[src/rtl/dcache_miss_handler.sv]
// rtl/dcache_miss_handler.sv - direct-mapped write-through dcache controller with refill/write-through status pulses
// Optional DCACHE_STATS_EN adds saturating hit/miss/store counters.
module dcache_miss_handler #(
  parameter int LINES  = 16,
  parameter int ADDR_W = 32,
  parameter int DATA_W = 32
) (
  input  logic              clk,
  input  logic              reset,
  input  logic              req_valid,
  output logic              req_ready,
  input  logic              req_write,
  input  logic [ADDR_W-1:0] req_addr,
  input  logic [DATA_W-1:0] req_wdata,
  input  logic              flush,
  output logic              resp_valid,
  output logic [DATA_W-1:0] resp_data,
  output logic              data_missed1,
  output logic              data_busy,
  output logic              data_finished1,
  output logic              write_busy,
  output logic              write_finished,
  output logic              mem_req_valid,
  input  logic              mem_req_ready,
  output logic              mem_req_write,
  output logic [ADDR_W-1:0] mem_req_addr,
  output logic [DATA_W-1:0] mem_req_wdata,
  input  logic              mem_resp_valid,
  input  logic [DATA_W-1:0] mem_resp_data
`ifdef DCACHE_STATS_EN
  ,
  output logic [31:0]       stat_hits,
  output logic [31:0]       stat_misses,
  output logic [31:0]       stat_writes
`endif
);

  localparam int IDX_W = $clog2(LINES);
  localparam int TAG_W = ADDR_W - IDX_W - 2;

  localparam logic [2:0] IDLE       = 3'd0;
  localparam logic [2:0] LOOKUP     = 3'd1;
  localparam logic [2:0] MISS_REQ   = 3'd2;
  localparam logic [2:0] MISS_WAIT  = 3'd3;
  localparam logic [2:0] WRITE_REQ  = 3'd4;
  localparam logic [2:0] WRITE_WAIT = 3'd5;
  localparam logic [2:0] FINISH     = 3'd6;

  logic [2:0]        state;
  logic              lat_write;
  logic [ADDR_W-1:0] lat_addr;
  logic [DATA_W-1:0] lat_wdata;
  logic              flushed;
  logic              fin_refill;

  logic [LINES-1:0]  line_valid;
  logic [TAG_W-1:0]  line_tag  [LINES];
  logic [DATA_W-1:0] line_data [LINES];

  logic [IDX_W-1:0]  idx;
  logic [TAG_W-1:0]  tag;
  logic              hit;
  logic              cancel;

  assign idx    = lat_addr[IDX_W+1:2];
  assign tag    = lat_addr[ADDR_W-1:IDX_W+2];
  assign hit    = line_valid[idx] && (line_tag[idx] == tag);
  // A flush seen at any point of the memory phase, including the response cycle, silences resp_valid.
  assign cancel = flushed || flush;

  assign req_ready     = (state == IDLE);
  assign mem_req_valid = (state == MISS_REQ) || (state == WRITE_REQ);
  assign mem_req_write = (state == WRITE_REQ);
  assign mem_req_addr  = mem_req_valid ? lat_addr : '0;
  assign mem_req_wdata = mem_req_write ? lat_wdata : '0;
  assign data_busy     = (state == MISS_REQ) || (state == MISS_WAIT) || (state == FINISH && fin_refill);
  assign write_busy    = (state == WRITE_REQ) || (state == WRITE_WAIT) || (state == FINISH && !fin_refill);

  always_ff @(posedge clk) begin
    if (!reset) begin
      state          <= IDLE;
      lat_write      <= 1'b0;
      lat_addr       <= '0;
      lat_wdata      <= '0;
      flushed        <= 1'b0;
      fin_refill     <= 1'b0;
      line_valid     <= '0;
      resp_valid     <= 1'b0;
      resp_data      <= '0;
      data_missed1   <= 1'b0;
      data_finished1 <= 1'b0;
      write_finished <= 1'b0;
    end else begin
      resp_valid     <= 1'b0;
      resp_data      <= '0;
      data_missed1   <= 1'b0;
      data_finished1 <= 1'b0;
      write_finished <= 1'b0;
      case (state)
        IDLE: begin
          if (req_valid && !flush) begin
            lat_write <= req_write;
            lat_addr  <= req_addr;
            lat_wdata <= req_wdata;
            flushed   <= 1'b0;
            state     <= LOOKUP;
          end
        end
        LOOKUP: begin
          if (flush) begin
            state <= IDLE;
          end else if (lat_write) begin
            if (hit) line_data[idx] <= lat_wdata;
            fin_refill <= 1'b0;
            state      <= WRITE_REQ;
          end else if (hit) begin
            resp_valid <= 1'b1;
            resp_data  <= line_data[idx];
            state      <= IDLE;
          end else begin
            data_missed1 <= 1'b1;
            fin_refill   <= 1'b1;
            state        <= MISS_REQ;
          end
        end
        MISS_REQ: begin
          if (flush) flushed <= 1'b1;
          if (mem_req_ready) state <= MISS_WAIT;
        end
        MISS_WAIT: begin
          if (flush) flushed <= 1'b1;
          if (mem_resp_valid) begin
            line_valid[idx] <= 1'b1;
            line_tag[idx]   <= tag;
            line_data[idx]  <= mem_resp_data;
            resp_valid      <= !cancel;
            resp_data       <= cancel ? '0 : mem_resp_data;
            data_finished1  <= 1'b1;
            state           <= FINISH;
          end
        end
        WRITE_REQ: begin
          if (flush) flushed <= 1'b1;
          if (mem_req_ready) state <= WRITE_WAIT;
        end
        WRITE_WAIT: begin
          if (flush) flushed <= 1'b1;
          if (mem_resp_valid) begin
            resp_valid     <= !cancel;
            write_finished <= 1'b1;
            state          <= FINISH;
          end
        end
        FINISH:  state <= IDLE;
        default: state <= IDLE;
      endcase
    end
  end

`ifdef DCACHE_STATS_EN
  always_ff @(posedge clk) begin
    if (!reset) begin
      stat_hits   <= '0;
      stat_misses <= '0;
      stat_writes <= '0;
    end else if (state == LOOKUP) begin
      if (hit && stat_hits != 32'hFFFF_FFFF) stat_hits <= stat_hits + 32'd1;
      if (!lat_write && !hit && stat_misses != 32'hFFFF_FFFF) stat_misses <= stat_misses + 32'd1;
      if (lat_write && stat_writes != 32'hFFFF_FFFF) stat_writes <= stat_writes + 32'd1;
    end
  end
`endif

endmodule

[config.mk]
export PLATFORM = sky130hd
export DESIGN_NAME = dcache_miss_handler
export DESIGN_NICKNAME = d
export VERILOG_FILES = /design/src/rtl/dcache_miss_handler.sv
export SDC_FILE = /design/constraint.sdc
export NUM_CORES = 1
export LEC_CHECK = 0
export BUFFER_PORTS_ARGS = -buffer_cell sky130_fd_sc_hd__buf_2
export CORE_MARGIN = 2
export CORE_UTILIZATION = 47
export DETAILED_ROUTE_END_ITERATION = 12
export PLACE_DENSITY = 0.62
export SYNTH_ARGS = -nofsm -noshare
export SYNTH_HDL_FRONTEND = slang
export SYNTH_SLANG_ARGS = --single-unit
[constraint.sdc]
create_clock -name clk -period 9.5 [get_ports clk]
set_clock_uncertainty 0.15 [all_clocks]
set_input_delay 1.425 -clock clk [delete_from_list [all_inputs] [get_ports clk]]
set_output_delay 1.425 -clock clk [all_outputs]
set_load 0.01 [all_outputs]
==> results of run 1 <==
[cell families (layout without fill, tap and decap cells)]
kind of cell,after synthesis,in the layout
xor+xnor,31,31
flops,1054,1054
compound gates,213,213
buf+inv,150,471
mux,334,334
simple gates,480,480
[Yosys cell counts (18+ instances only)]
cell	count
a21o_1	19
mux2i_1	92
buf_2	28
edfxtp_1	928
and2_1	72
a21boi_0	67
mux4_2	232
xnor2_1	24
nand2_1	256
clkbuf_1	74
nor2_1	32
dfxtp_1	126
a32o_1	32
a22oi_1	22
nor3_1	20
buf_6	18
[routing by layer]
metal / GRT usage, % / share of wire (%) / vias up
met5: 0.569 / 0.068 / -
met4: 6.76 / 2.4 / 2
met3: 3.76 / 6.7 / 140
met2: 36.7 / 49 / 821
met1: 30.8 / 41 / 11600
li1: - / - / 9517
[area by class of cell]
class,count,area (µm²)
well taps,1165,1460
multi-input cells,1058,11000
repair buffers,266,1520
clock inverters,59,552
fillers,6847,40600
inverters,6,25.0
clock buffers,140,2860
flip-flops and latches,1054,30400
[report_power, final]
part / total, mW / switching (mW) / internal, mW
clock: 4.09 / 1.74 / 2.35
combinational: 0.426 / 0.251 / 0.175
sequential: 5.09 / 0.0456 / 5.05
[worst max-delay path by stage]
| stage | startpoint | to | slack [ps] |
|---|---|---|---|
| global route | flip-flop | line_data[3][17]$_DFFE_PP_ | 2390 |
| floorplan | flush | line_data[11][0]$_DFFE_PP_ | 3890 |
| global placement | flip-flop | line_data[3][6]$_DFFE_PP_ | 2920 |
| CTS | flip-flop | line_data[3][17]$_DFFE_PP_ | 2650 |
| finish | flip-flop | line_data[3][17]$_DFFE_PP_ | 2720 |
| detailed placement | flip-flop | line_data[3][6]$_DFFE_PP_ | 2680 |
[metrics by stage]
| step | worst slack (ps) | std cells | hold slack (ps) | utilization, % |
|---|---|---|---|---|
| floorplan | 3890 | 2262 | 271 | - |
| global placement | 2920 | 3549 | 278 | 50.3 |
| detailed placement | 2680 | 3549 | 289 | 50.3 |
| CTS | 2650 | 3748 | 303 | 54.1 |
| global route | 2390 | 3748 | 320 | 54.1 |
| finish | 2720 | 3748 | 298 | 54.1 |
[registers in the layout, summed over array words and instances, names as in the netlist, named ones only]
name	flops
flushed	1
write_finished	1
lat_addr	32
resp_valid	1
lat_write	1
line_valid	16
data_missed1	1
state	3
line_tag	416
fin_refill	1
lat_wdata	32
resp_data	32
data_finished1	1
line_data	512
==> results.cfg, run 1 <==
[place]
gp_congestion = 0.831
port_buffers = 207
place_area_um2 = 44400
hpwl_mm = 58.0

[cells_and_area]
final_cell_mix = edfxtp_1, nand2_1, mux4_2
final_common_cell = edfxtp_1
nNetsFinal = 2596
stdcell_area_um2 = 47800
area_growth_pct = 14.2
n_antenna_cell = 0
drive_above_1_share_pct = 26.9

[yosys]
yosys_warnings = 0
synth-xor-area-share_pct = 0.648
ys_seq_area_share_pct = 72.5
synth_edf_count = 928
postSynth.asyncResetShare_pct = 0
synth_cell_types = 68
synth_area_um2 = 41900
synth_top_family_by_area = multiplexers
synth_compound_area_share_pct = 4.05
synth.area.top_cells = edfxtp_1, mux4_2, dfxtp_1, nand2_1, mux2i_1
synthAdderAreaFrac_pct = 0
syn_nets = 2365
ys.flop_type = edfxtp_1
synth_cells = 2262
avgSynthCellArea_um2 = 18.5
yosysTopAreaCellShare_pct = 66.5
synth_seq_cells = 1054
yosys.area_share.simple_pct = 5.61
synth.largest_area_cell = edfxtp_1
synthMuxAreaShare_pct = 15.2

[sta]
fmax_mhz = 147
tightestPinTransition_ps = 1380
slew_headroom_pct = 7.33
hold_viol = 0
fin_crit_sh_pct = 71.4
rsz0062_at_grt = false
min_period_ps = 6780
slew_violations = 0
setup_tns_ps = 0
setup_viol = 0

[critical_path]
critical_path.cell_chain = buf_12 > mux4_1 > mux2i_1 > xnor2_1 > nor3_1 > o221a_2 > o211a_1 > nand4_2 > a2111oi_4 > buf_4
crit_required_ps = 9680
path_class = reg -> reg
cp_num_buf_inv = 2
startpoint_type = flip-flop
reg2regPathDepth = 10
cpPeakStageDelay_ps = 1470
r2r_slack_ps = 2720
crit_arrival_ps = 6960
critPathMaxFanout = 103
slowest_stage = a2111oi_4
crit_family = compound AO/OA/AOI/OAI gates
endpoint_kind = flip-flop
rr_endpoint = line_data[3][17]$_DFFE_PP_
cp.depth = 10

[drt]
wl_per_cell_um = 27.1
drc = 0
vias_per_cell = 5.90
ant_nets = 0
drtPass1Iterations = 7
routed_wl_mm = 102
drtIter0Drc = 2183
vias = 22100

[clock_network]
cts_root_buffer = clkbuf_16
htree_levels = 3
holdBufCountCts = 0
clock_latency_ps = 670
cts_resized = 0
numCtsBuffers = 107
cts.clk_slew.worst_paths_ps = 60
cts_tree = yes
clockBufferDepth = 3
cts_setup_buffers = 0
clock_sink_count = 1054

[worst_hold_path]
hp-class = reg -> reg
min_from = line_valid[10]$_SDFFE_PN0P_
hold_depth = 1
min_to = line_valid[10]$_SDFFE_PN0P_

[floorplan]
fp-row-count = 109
die_y_um = 303
core_um2 = 88400
initial_core_util_pct = 47.4
die_area_um2 = 91500
io_pins = 208
fp.dieW_um = 303

[pwr]
total_power_mw = 9.61
p_leak_nw = 16.7
vdd_ir_drop_max_mv = 0.160
p_per_area_nw_per_um2 = 201

[global_route]
antenna_found_initial = 2
grt.overflow.total = 0
grt_use_total_pct = 22.3
grt_pass1_wl_mm = 149
grt_max_degree = 104
grt_pass1_vias = 22400

[flow_run]
drv_cap = 0

[run_status]
status = completed
Power figures use the tool's default switching activity.
==> run 2: changes to the inputs <==
--- a/config.mk
+++ b/config.mk
@@ -5,6 +5,7 @@
 export SDC_FILE = /design/constraint.sdc
 export NUM_CORES = 1
 export LEC_CHECK = 0
+export ABC_AREA = 1
 export BUFFER_PORTS_ARGS = -buffer_cell sky130_fd_sc_hd__buf_2
 export CORE_MARGIN = 2
 export CORE_UTILIZATION = 47
==> constraint.sdc (replaced) <==
create_clock -name clk -period 6.7 [get_ports clk]
set_clock_uncertainty 0.15 [all_clocks]
set_input_delay 1.005 -clock clk [delete_from_list [all_inputs] [get_ports clk]]
set_output_delay 1.005 -clock clk [all_outputs]
set_load 0.01 [all_outputs]
==> results.cfg, run 2 <==
[cells_and_area]
largest_register_ff_count = 512
drive_above_1_share_pct = 12.4
nNetsFinal = 4052
regMostFlops = line_data
final_common_cell = nand2_1
reg.largest.list = line_data (512), line_tag (416)
area_growth_pct = 14.6
stdcell_area_um2 = 48900
final_cell_mix = nand2_1, edfxtp_1, a21oi_1
postLayoutCoreUtil_pct = 54.3

[yosys]
synth_cells = 3790
synth_cell_types = 29
yosysTopAreaCellShare_pct = 65.3
ys_seq_area_share_pct = 71.2
postSynth.asyncResetShare_pct = 0
synth_common_cells = nand2_1, edfxtp_1, a21oi_1
avgSynthCellArea_um2 = 11.3
synth_area_um2 = 42700
synth_seq_cells = 1054
ys.flop_type = edfxtp_1
synth.most_common_cell = nand2_1
yosys_warnings = 0
synth.largest_area_cell = edfxtp_1
synth_edf_count = 928
syn_nets = 3893
synth.area.top_cells = edfxtp_1, nand2_1, dfxtp_1, a21oi_1, nand3_1

[sta]
slew_headroom_pct = 17.2
worst_slack_ps = 1860
setup_viol = 0
fmax_mhz = 206
slew_violations = 0
setup_tns_ps = 0
tightestPinTransition_ps = 1240
rsz0062_at_grt = false
fin_crit_sh_pct = 72.3
min_period_ps = 4840
hold_viol = 0

[floorplan]
core_um2 = 90000
io_pins = 208
die_area_um2 = 93200
initial_core_util_pct = 47.4
die_y_um = 305
fp-row-count = 110
fp.dieW_um = 305

[critical_path]
rr_endpoint = line_data[4][5]$_DFFE_PP_
crit_arrival_ps = 5060
path_class = reg -> reg
critical_path.cell_chain = buf_12 > nand2_1 > nand2_1 > nand2_1 > nand3_1 > nand3_1 > nand3_1 > nand3_1 > nor2_1 > nand2_1 > nor2_2 > nand4_1 > buf_4 > a21oi_4 > buf_4
r2r_slack_ps = 1860
crit_required_ps = 6920
critPathMaxFanout = 204
slowest_stage = dfxtp_4
startpoint_type = flip-flop
cpPeakStageDelay_ps = 680
reg2regPathDepth = 15
endpoint_kind = flip-flop

[worst_hold_path]
min_to = lat_addr[1]$_SDFFE_PN0P_
hold_depth = 2
min_from = lat_addr[1]$_SDFFE_PN0P_
hp-class = reg -> reg

[clock_network]
cts.clk_slew.worst_paths_ps = 60
clock_sink_count = 1054
numCtsBuffers = 109
clockBufferDepth = 3
htree_levels = 3
clock_latency_ps = 700
cts_resized = 0
cts_root_buffer = clkbuf_16
cts_tree = yes
cts_setup_buffers = 0
holdBufCountCts = 0

[pwr]
p_leak_nw = 18.0
p_sw_share_pct = 27.8
combPwrFrac_pct = 14.6
p_per_area_nw_per_um2 = 328
vdd_ir_drop_max_mv = 0.209
seq_power_share_pct = 47.5
p_int_mw = 11.6
total_power_mw = 16.1
p_switching_mw = 4.46
power_frac_clock_pct = 37.9

[run_status]
status = completed

[global_route]
grt_pass1_wl_mm = 178
grt_pass1_vias = 28100
grt_use_total_pct = 25.4
grt.overflow.total = 0
grt_max_degree = 205
antenna_found_initial = 1

[drt]
ant_nets = 0
wl_per_cell_um = 22.9
routed_wl_mm = 120
drtIter0Drc = 2987
vias = 29600
drtPass1Iterations = 6
vias_per_cell = 5.68
drc = 0

[place]
port_buffers = 207
hpwl_mm = 65.4
place_ws_ps = 1900
place_area_um2 = 45300
gp_congestion = 0.843

[flow_run]
drv_cap = 0
run 2: changes by cell type after synthesis, moves of 216 or more:
cell / before / now
nand3_1: 10 / 261
nand2_1: 256 / 957
o21ai_0: 9 / 225
mux4_2: 232 / 0
inv_1: 4 / 242
a21oi_1: 10 / 363
run 2: worst max-delay path: cells and delay by family, from the launching register on:
family,cells,cell delay (ps)
and+or+nand+nor,11,1490
buffers and inverters,3,1380
DFF,1,680
AOI/OAI and AO/OA,1,670
run 2: cells by family (layout without fill, tap and decap cells):
| kind of cell | Yosys count | in the layout | synth area share (%) |
|---|---|---|---|
| simple gates | 1467 | 1467 | 13.7 |
| flops | 1054 | 1054 | 71.2 |
| other cells | 0 | 1 | 0 |
| buf+inv | 487 | 740 | 4.53 |
| compound gates | 782 | 782 | 10.5 |
run 2: worst max-delay path by stage:
stage,from,end,slack [ps],depth (start not counted)
3_5_place_dp,flip-flop,line_data[4][19]$_DFFE_PP_,1900,15
5_1_grt,flip-flop,line_data[4][19]$_DFFE_PP_,1570,17
4_1_cts,flip-flop,line_data[4][5]$_DFFE_PP_,1870,18
3_3_place_gp,flip-flop,line_data[4][20]$_DFFE_PP_,1890,15
6_report,flip-flop,line_data[4][5]$_DFFE_PP_,1860,15
2_1_floorplan,flip-flop,line_data[15][0]$_DFFE_PP_,2520,17
run 2: stage by stage:
stage / hold WS, ps / std cells
after global routing: 327 / 5219
final: 299 / 5220
after floorplan: 270 / 3790
after detailed placement: 288 / 5014
after global placement: 278 / 5014
after CTS: 301 / 5219
run 2: area by class of cell:
| class | instances | area, µm² |
|---|---|---|
| clock buffer | 134 | 2850 |
| timing repair buffer | 290 | 1800 |
| multi-input combinational | 2249 | 10700 |
| tap | 1176 | 1470 |
| sequential | 1054 | 30400 |
| antenna | 1 | 2.50 |
| fill | 7719 | 41100 |
| inverter | 245 | 941 |
| clock inverter | 71 | 752 |
run 2: layer usage:
layer | GRT usage, % | vias up | routed length (µm)
li1 | - | 13700 | -
met1 | 35.6 | 14500 | 50700
met2 | 40.3 | 1266 | 56000
met3 | 4.51 | 179 | 9570
met4 | 8.10 | 0 | 3270
met5 | 0 | - | 0
run 2: power by group through the flow:
stage	combinational, mW	clock (mW)	sequential [mW]
floorplan	1.55	0	7.66
finish	2.34	6.09	7.63
global placement	2.29	0	7.76
detailed placement	2.31	0	7.77
global route	2.58	6.42	7.65
CTS	2.32	6.17	7.63
